===== config.mk =====
export PLATFORM = sky130hd
export DESIGN_NAME = sample_frame_scheduler_flat
export DESIGN_NICKNAME = d
export VERILOG_FILES = /design/src/rtl/sample_frame_scheduler_if.sv /design/src/rtl/sample_frame_scheduler.sv /design/src/flat_wrapper.sv
export SDC_FILE = /design/constraint.sdc
export NUM_CORES = 1
export LEC_CHECK = 0
export ABC_AREA = 1
export BUFFER_PORTS_ARGS = -buffer_cell sky130_fd_sc_hd__buf_2
export CELL_PAD_IN_SITES_DETAIL_PLACEMENT = 2
export CELL_PAD_IN_SITES_GLOBAL_PLACEMENT = 2
export CORE_ASPECT_RATIO = 1.5
export CORE_MARGIN = 2
export CORE_UTILIZATION = 36
export DETAILED_ROUTE_END_ITERATION = 6
export GPL_ROUTABILITY_DRIVEN = 1
export PLACE_DENSITY_LB_ADDON = 0.1
export SLEW_MARGIN = 20
export SYNTH_ARGS = -nofsm -noshare
export SYNTH_HDL_FRONTEND = slang
export SYNTH_SLANG_ARGS = --single-unit

===== constraint.sdc =====
create_clock -name clk_100mhz -period 3.15 [get_ports clk_100mhz]
set_input_delay 0.1575 -clock clk_100mhz [delete_from_list [all_inputs] [get_ports clk_100mhz]]
set_output_delay 0.1575 -clock clk_100mhz [all_outputs]
set_load 0.05 [all_outputs]

===== src/rtl/sample_frame_scheduler_if.sv =====
// Voice-mixer request/acknowledge bus shared between the frame scheduler
// (master) and the voice datapath (slave).
interface sample_frame_scheduler_if #(
  parameter int NUM_VOICES = 4,
  parameter int VOICE_W    = 16
);
  localparam int IDX_W = (NUM_VOICES > 1) ? $clog2(NUM_VOICES) : 1;

  logic               voice_req;
  logic [IDX_W-1:0]   voice_idx;
  logic               voice_ack;
  logic [VOICE_W-1:0] voice_sample;

  modport master (
    output voice_req,
    output voice_idx,
    input  voice_ack,
    input  voice_sample
  );

  modport slave (
    input  voice_req,
    input  voice_idx,
    output voice_ack,
    output voice_sample
  );
endinterface


===== src/rtl/sample_frame_scheduler.sv =====
// Sample-rate strobe generator plus per-frame voice sequencer: walks the enabled
// voices over a req/ack bus, sums their samples and emits one saturated mix.
module sample_frame_scheduler #(
  parameter int DIV        = 2083,
  parameter int NUM_VOICES = 4,
  parameter int VOICE_W    = 16,
  parameter int OUT_W      = 16
) (
  input  logic                       clk_100mhz,
  input  logic                       reset_n,
  input  logic                       enable,
  input  logic [NUM_VOICES-1:0]      voice_mask,
  sample_frame_scheduler_if.master   mix,
  output logic [OUT_W-1:0]           sample_out,
  output logic                       sample_valid,
  output logic                       busy,
  output logic                       overrun,
  input  logic                       overrun_clr
);
  localparam int IDX_W = (NUM_VOICES > 1) ? $clog2(NUM_VOICES) : 1;
  localparam int PTR_W = $clog2(NUM_VOICES + 1);
  localparam int ACC_W = VOICE_W + $clog2(NUM_VOICES) + 1;
  localparam int EXT_W = (ACC_W > OUT_W) ? ACC_W : OUT_W;
  localparam int CNT_W = $clog2(DIV);

  localparam logic [CNT_W-1:0] CNT_LAST = CNT_W'(DIV - 1);
  localparam logic [PTR_W-1:0] PTR_END  = PTR_W'(NUM_VOICES);
  localparam logic [PTR_W-1:0] PTR_ONE  = PTR_W'(1);
  localparam logic [CNT_W-1:0] CNT_ONE  = CNT_W'(1);
  localparam logic signed [EXT_W-1:0] SAT_MAX =
    {{(EXT_W-OUT_W+1){1'b0}}, {(OUT_W-1){1'b1}}};
  localparam logic signed [EXT_W-1:0] SAT_MIN =
    {{(EXT_W-OUT_W+1){1'b1}}, {(OUT_W-1){1'b0}}};

  typedef enum logic [1:0] {
    IDLE = 2'd0,
    SCAN = 2'd1,
    REQ  = 2'd2,
    SAT  = 2'd3
  } state_e;

  // Clamp the wide accumulator into the signed output range.
  function automatic logic [OUT_W-1:0] saturate(input logic signed [ACC_W-1:0] a);
    logic signed [EXT_W-1:0] x;
    x = EXT_W'(a);
    if (x > SAT_MAX) begin
      saturate = SAT_MAX[OUT_W-1:0];
    end else if (x < SAT_MIN) begin
      saturate = SAT_MIN[OUT_W-1:0];
    end else begin
      saturate = x[OUT_W-1:0];
    end
  endfunction

  logic [CNT_W-1:0]        cnt_q, cnt_d;
  logic                    strobe_s;
  state_e                  state_q;
  logic [NUM_VOICES-1:0]   mask_q;
  logic [PTR_W-1:0]        ptr_q;
  logic signed [ACC_W-1:0] acc_q;
  logic                    req_q;
  logic [IDX_W-1:0]        idx_q;
  logic [OUT_W-1:0]        sample_out_q;
  logic                    sample_valid_q;
  logic                    busy_q;
  logic                    overrun_q;
  logic                    cur_en_s;

  assign strobe_s = enable && (cnt_q == CNT_LAST);
  assign cur_en_s = mask_q[ptr_q[IDX_W-1:0]];

  // Divider next count: held at zero while disabled, wraps after DIV-1.
  always_comb begin
    cnt_d = cnt_q;
    if (!enable) begin
      cnt_d = '0;
    end else if (strobe_s) begin
      cnt_d = '0;
    end else begin
      cnt_d = cnt_q + CNT_ONE;
    end
  end

  // Divider count register.
  always_ff @(posedge clk_100mhz or negedge reset_n) begin
    if (!reset_n) begin
      cnt_q <= '0;
    end else begin
      cnt_q <= cnt_d;
    end
  end

  // Sticky overrun: a strobe that lands outside IDLE is dropped and flagged; a new event beats clear.
  always_ff @(posedge clk_100mhz or negedge reset_n) begin
    if (!reset_n) begin
      overrun_q <= 1'b0;
    end else if (strobe_s && (state_q != IDLE)) begin
      overrun_q <= 1'b1;
    end else if (overrun_clr) begin
      overrun_q <= 1'b0;
    end else begin
      overrun_q <= overrun_q;
    end
  end

  // Frame sequencer with registered bus and output signals.
  always_ff @(posedge clk_100mhz or negedge reset_n) begin
    if (!reset_n) begin
      state_q        <= IDLE;
      mask_q         <= '0;
      ptr_q          <= '0;
      acc_q          <= '0;
      req_q          <= 1'b0;
      idx_q          <= '0;
      sample_out_q   <= '0;
      sample_valid_q <= 1'b0;
      busy_q         <= 1'b0;
    end else begin
      sample_valid_q <= 1'b0;
      case (state_q)
        IDLE: begin
          if (strobe_s) begin
            mask_q  <= voice_mask;
            acc_q   <= '0;
            ptr_q   <= '0;
            busy_q  <= 1'b1;
            state_q <= SCAN;
          end
        end
        SCAN: begin
          // The mix is registered on the way into SAT so sample_valid lines up with that state.
          if (ptr_q == PTR_END) begin
            sample_out_q   <= saturate(acc_q);
            sample_valid_q <= 1'b1;
            state_q        <= SAT;
          end else if (!cur_en_s) begin
            ptr_q <= ptr_q + PTR_ONE;
          end else begin
            idx_q   <= ptr_q[IDX_W-1:0];
            req_q   <= 1'b1;
            state_q <= REQ;
          end
        end
        REQ: begin
          if (mix.voice_ack) begin
            acc_q   <= acc_q + ACC_W'($signed(mix.voice_sample));
            ptr_q   <= ptr_q + PTR_ONE;
            req_q   <= 1'b0;
            state_q <= SCAN;
          end
        end
        SAT: begin
          busy_q  <= 1'b0;
          state_q <= IDLE;
        end
        default: begin
          req_q   <= 1'b0;
          busy_q  <= 1'b0;
          state_q <= IDLE;
        end
      endcase
    end
  end

  assign mix.voice_req = req_q;
  assign mix.voice_idx = idx_q;
  assign sample_out    = sample_out_q;
  assign sample_valid  = sample_valid_q;
  assign busy          = busy_q;
  assign overrun       = overrun_q;
endmodule


===== src/flat_wrapper.sv =====
// flat-port wrapper written by rule: the top's interface ports become plain ports
module sample_frame_scheduler_flat 
#(
  parameter int DIV        = 2083,
  parameter int NUM_VOICES = 4,
  parameter int VOICE_W    = 16,
  parameter int OUT_W      = 16
)
  (clk_100mhz, reset_n, enable, voice_mask, sample_out, sample_valid, busy, overrun, overrun_clr, mix_voice_req, mix_voice_idx, mix_voice_ack, mix_voice_sample);
  sample_frame_scheduler_if #(.NUM_VOICES(NUM_VOICES), .VOICE_W(VOICE_W)) mix_i ();
  input  logic clk_100mhz;
  input  logic reset_n;
  input  logic enable;
  input  logic [NUM_VOICES-1:0] voice_mask;
  output logic [OUT_W-1:0] sample_out;
  output logic sample_valid;
  output logic busy;
  output logic overrun;
  input  logic overrun_clr;
  output wire logic [$bits(mix_i.voice_req)-1:0] mix_voice_req;
  output wire logic [$bits(mix_i.voice_idx)-1:0] mix_voice_idx;
  input wire logic [$bits(mix_i.voice_ack)-1:0] mix_voice_ack;
  input wire logic [$bits(mix_i.voice_sample)-1:0] mix_voice_sample;
  assign mix_voice_req = mix_i.voice_req;
  assign mix_voice_idx = mix_i.voice_idx;
  assign mix_i.voice_ack = mix_voice_ack;
  assign mix_i.voice_sample = mix_voice_sample;
  sample_frame_scheduler #(.DIV(DIV), .NUM_VOICES(NUM_VOICES), .VOICE_W(VOICE_W), .OUT_W(OUT_W)) u_core (.clk_100mhz(clk_100mhz), .reset_n(reset_n), .enable(enable), .voice_mask(voice_mask), .mix(mix_i), .sample_out(sample_out), .sample_valid(sample_valid), .busy(busy), .overrun(overrun), .overrun_clr(overrun_clr));
endmodule

==> results.env <==
WORST_HOLD_PATH_TYPE='in -> async'
HOLD_SLACK_PS=-25.5
CTSROOTBUFFERMASTER='sky130_fd_sc_hd__clkbuf_16'
CLOCK_TREE_FROM_TRITONCTS='done'
DETAIL_ROUTE.ITER0.VIOLATIONS=93
GRT_USE_TOTAL_PCT=22.5
PIN_COUNT_OF_THE_BIGGEST_NET_ENTERING_GLOBAL_ROUTING=42
CRITPATHMAXSTAGEDELAY_PS=520
TOTAL_DIE_AREA_UM2=11400
POWER.STATIC_LEAKAGE_nW=2.40
FINALWIRELENGTH_UM=11900
SYNTH-SEQ-AREA-SHARE_PCT=40.9
REPORT.FINAL.HOLD_VIOL_COUNT=23
CTS_NUM_SINKS=62
DIE_W_UM=87.8
CRITICAL_PATH.MOST_COMMON_CELL='sky130_fd_sc_hd__inv_1'
ANTENNA_NETS_POST_ROUTE=0
POST-SYNTH-TOP-AREA-FRACTION_PCT=40.9
IO_PINS=47
HTREEDEPTH=3
FINAL_MIN_PERIOD_OVER_CLOCK_PERIOD_PCT=69.4
CLOCKPOWERSHARE_PCT=52.4
SUMMED_INSTANCE_AREA_OF_THE_SYNTHESIZED_NETLIST_UM2=3790
FIRST_GLOBAL_VIAS=3971
CORE_UM2=10200
MAIN_AREA_CONTRIBUTORS_AFTER_SYNTHESIS='sky130_fd_sc_hd__dfrtp_1 (41%), sky130_fd_sc_hd__nand2_1 (18%), sky130_fd_sc_hd__ha_1 (8.6%)'
CAP_VIOLATIONS=0
CELL_ROW_COUNT=45
KIND_OF_START_POINT_OF_THE_CRITICAL_PATH='register'
VIOLATIONS='hold timing'
CTS.CLK_SLEW.WORST_PATHS_PS=60
CLOCK_PATH_BUFFERS=2
POST_DRT_VIA_CELL_RATIO=4.98
WORST_SLEW_PIN_SLEW_PS=950
CRITICAL_PATH_ARRIVAL_PS=2350
YOSYSUNIQUECELLTYPES=34
DRT_FIRST_PASS_ITERS=4
POST_SYNTHESIS_SEQUENTIAL_ELEMENT_COUNT=62
COMB_POWER_SHARE_PCT=5.1
ANTENNA_CELLS_INSERTED=0
CRIT_BUF_INV=3
CELLINTERNALPOWER_mW=1.46
DRC_ERRORS=0
CLK_LATENCY_PS=330
SETUP.WORST_PATH.END_CLASS='register'
SYNTHESIZED_AREA_PER_CELL_UM2=7.37
CELLS_AFTER_SYNTH=514
TIMING_MAX_TRANSITION_VIOLATIONS_FINAL=0
UNREPAIRED_SETUP_ENDPOINTS_AFTER_GLOBAL_ROUTING='false'
GP_CONGESTION=0.812
FINAL-SETUP-VIOL-COUNT=0
CTS_POST_SETUP_BUFFERS_INSERTED=0
CRIT_FANOUT=20
INITIAL_CORE_UTIL_PCT=37.2
SKEW_PS=6.14
POWER_FRAC_SEQ_PCT=42.4
SETUP-TNS-FINAL_PS=0
NETS=620
IR_WORST_VDD_mV=0.171
CRITICAL_PATH_CLASS='reg -> reg'
SLEW-LIMIT-HEADROOM_PCT=36.2
YOSYS_WARNINGS=0
AREA_GROWTH_PCT=18.3
STATUS='complete, but fails checks'
GRT_FIRST_PASS_WIRELENGTH_UM=19700
FINALWORSTPATHREQUIREDPERIOD_PS=2180
P_SW_mW=0.430
CTS-BUFFERS-INSERTED=9
GRT.OVERFLOW.TOTAL=0
TOTAL_POWER_mW=1.89
YOSYS.AREA.TOP_TYPE='sky130_fd_sc_hd__dfrtp_1'
LAYOUT-DRIVE-GT1-SHARE_PCT=13.8
MAPPEDNETLISTNETS=566
DIE_Y_UM=130
POWER.SHARE.SWITCHING_PCT=22.7
TIMING.CRITICAL_PATH.CELLS='inv_1 -> ha_1 -> nand3_1 -> buf_4 -> inv_1 -> o21ai_1 -> o21ai_0'
WL_PER_CELL_UM=16.6
CP_DATA_REQUIRED_TIME_PS=3310
CPMAXSTAGEDELAYCELL='sky130_fd_sc_hd__o21ai_1'
POWERDENSITY_nW_PER_UM2=422
VIAS=3554
CTS_HOLD_BUF=0
PORT_BUFFERS=46
MAX_FREQ_MHz=458
POSTCTSRESIZEDCELLS=0
GRT_ANTENNA_BEFORE_REPAIR=0
DP_HPWL_UM=9500
PATH_DELAY_FAMILY='compound AO/OA/AOI/OAI gates'
metrics by stage:
step	std cells	util (%)	area (µm²)	setup slack (ps)
after detailed placement	698	41.0	4180	946
after CTS	714	44.0	4480	866
after global placement	698	41.0	4180	963
final	714	44.0	4480	965
after global routing	714	44.0	4480	693
after floorplan	514	-	3790	1420
placed cells by master, fill, tap and decap left out, types with 6 or more instances in the layout:
master | Yosys | layout
sky130_fd_sc_hd__nor2_1 | 62 | 62
sky130_fd_sc_hd__nor3_1 | 6 | 6
sky130_fd_sc_hd__nand2_1 | 178 | 178
sky130_fd_sc_hd__nand3_1 | 30 | 30
sky130_fd_sc_hd__buf_2 | 2 | 46
sky130_fd_sc_hd__o21ai_0 | 35 | 34
sky130_fd_sc_hd__a21oi_1 | 19 | 19
sky130_fd_sc_hd__dfrtp_1 | 62 | 62
sky130_fd_sc_hd__ha_1 | 26 | 26
sky130_fd_sc_hd__clkbuf_16 | 0 | 9
sky130_fd_sc_hd__inv_1 | 51 | 51
power groups by stage:
stage	Combinational, mW	Clock [mW]	Sequential, mW
final	0.0969	0.993	0.803
after global placement	0.0960	0	0.817
after detailed placement	0.0992	0	0.817
after floorplan	0.0461	0	0.817
after global routing	0.111	1.04	0.803
after CTS	0.0995	1.01	0.803
worst register-to-register path: stages, from the launching register on:
cell	delay, ps
sky130_fd_sc_hd__dfrtp_1	450
sky130_fd_sc_hd__inv_1	140
sky130_fd_sc_hd__ha_1	240
sky130_fd_sc_hd__nand3_1	80
sky130_fd_sc_hd__buf_4	230
sky130_fd_sc_hd__inv_1	110
sky130_fd_sc_hd__o21ai_1	520
sky130_fd_sc_hd__o21ai_0	250
registers in the layout, summed over array words and instances (netlist names):
signal / count
u_core.overrun: 1
u_core.ptr_q: 3
u_core.acc_q: 19
u_core.cnt_q: 12
u_core.sample_out: 16
u_core.mix.voice_idx: 2
u_core.state_q: 2
u_core.mask_q: 4
u_core.sample_valid: 1
u_core.busy: 1
u_core.mix.voice_req: 1
metal layers:
layer	GRT usage (%)	vias to the layer above	routed length, µm
met1	26.2	1748	4950
met3	2.87	11	206
met5	0	-	0
met4	6.15	0	148
li1	-	1754	-
met2	42.6	41	6560
cell usage after synthesis (all sizes together):
master / instances
nand2: 179
nor2: 63
dfrtp: 62
inv: 53
o21ai: 37
nand3: 32
ha: 26
a21oi: 19
nor3: 9
buf: 5
nand3b: 5
xnor2: 5
nor3b: 3
xor2: 3
a31oi: 2
clkbuf: 2
o211ai: 2
or2: 2
a211oi: 1
a221oi: 1
fa: 1
nand4: 1
o22ai: 1
worst paths after layout:
| check | endpoint | slack [ps] | start | cells after the start |
|---|---|---|---|---|
| max | u_core.sample_out[1] | 970 | u_core.ptr_q[0] | 7 |
| min | u_core.sample_out[5] | -30 | reset_n | 1 |
| max reg2reg | u_core.sample_out[1] | 970 | u_core.ptr_q[0] | 7 |
| min reg2reg | u_core.mix.voice_idx[0] | 480 | u_core.mix.voice_idx[0] | 2 |
| max in group asynchronous | u_core.mask_q[2] | 2390 | reset_n | 2 |
| min in group clk_100mhz | u_core.overrun | 20 | overrun_clr | 2 |
kinds of logic after synthesis:
kind of cell | synth area share [%]
buffers and inverters | 6.40
and+or+nand+nor | 32.7
AOI/OAI and AO/OA | 8.98
DFF | 40.9
xor gates and xnor gates | 1.85
adders and majority gates | 9.11
area by class of cell:
cell class                 instances  area, µm²
fill                            1216       5710
multi-input combinational        392       2000
sequential                        62       1550
timing repair buffer              50        260
clock buffer                      10        239
inverter                          53        199
tap                              141        176
clock inverter                     6       61.3
No activity file was read; power rests on OpenSTA's default activity.
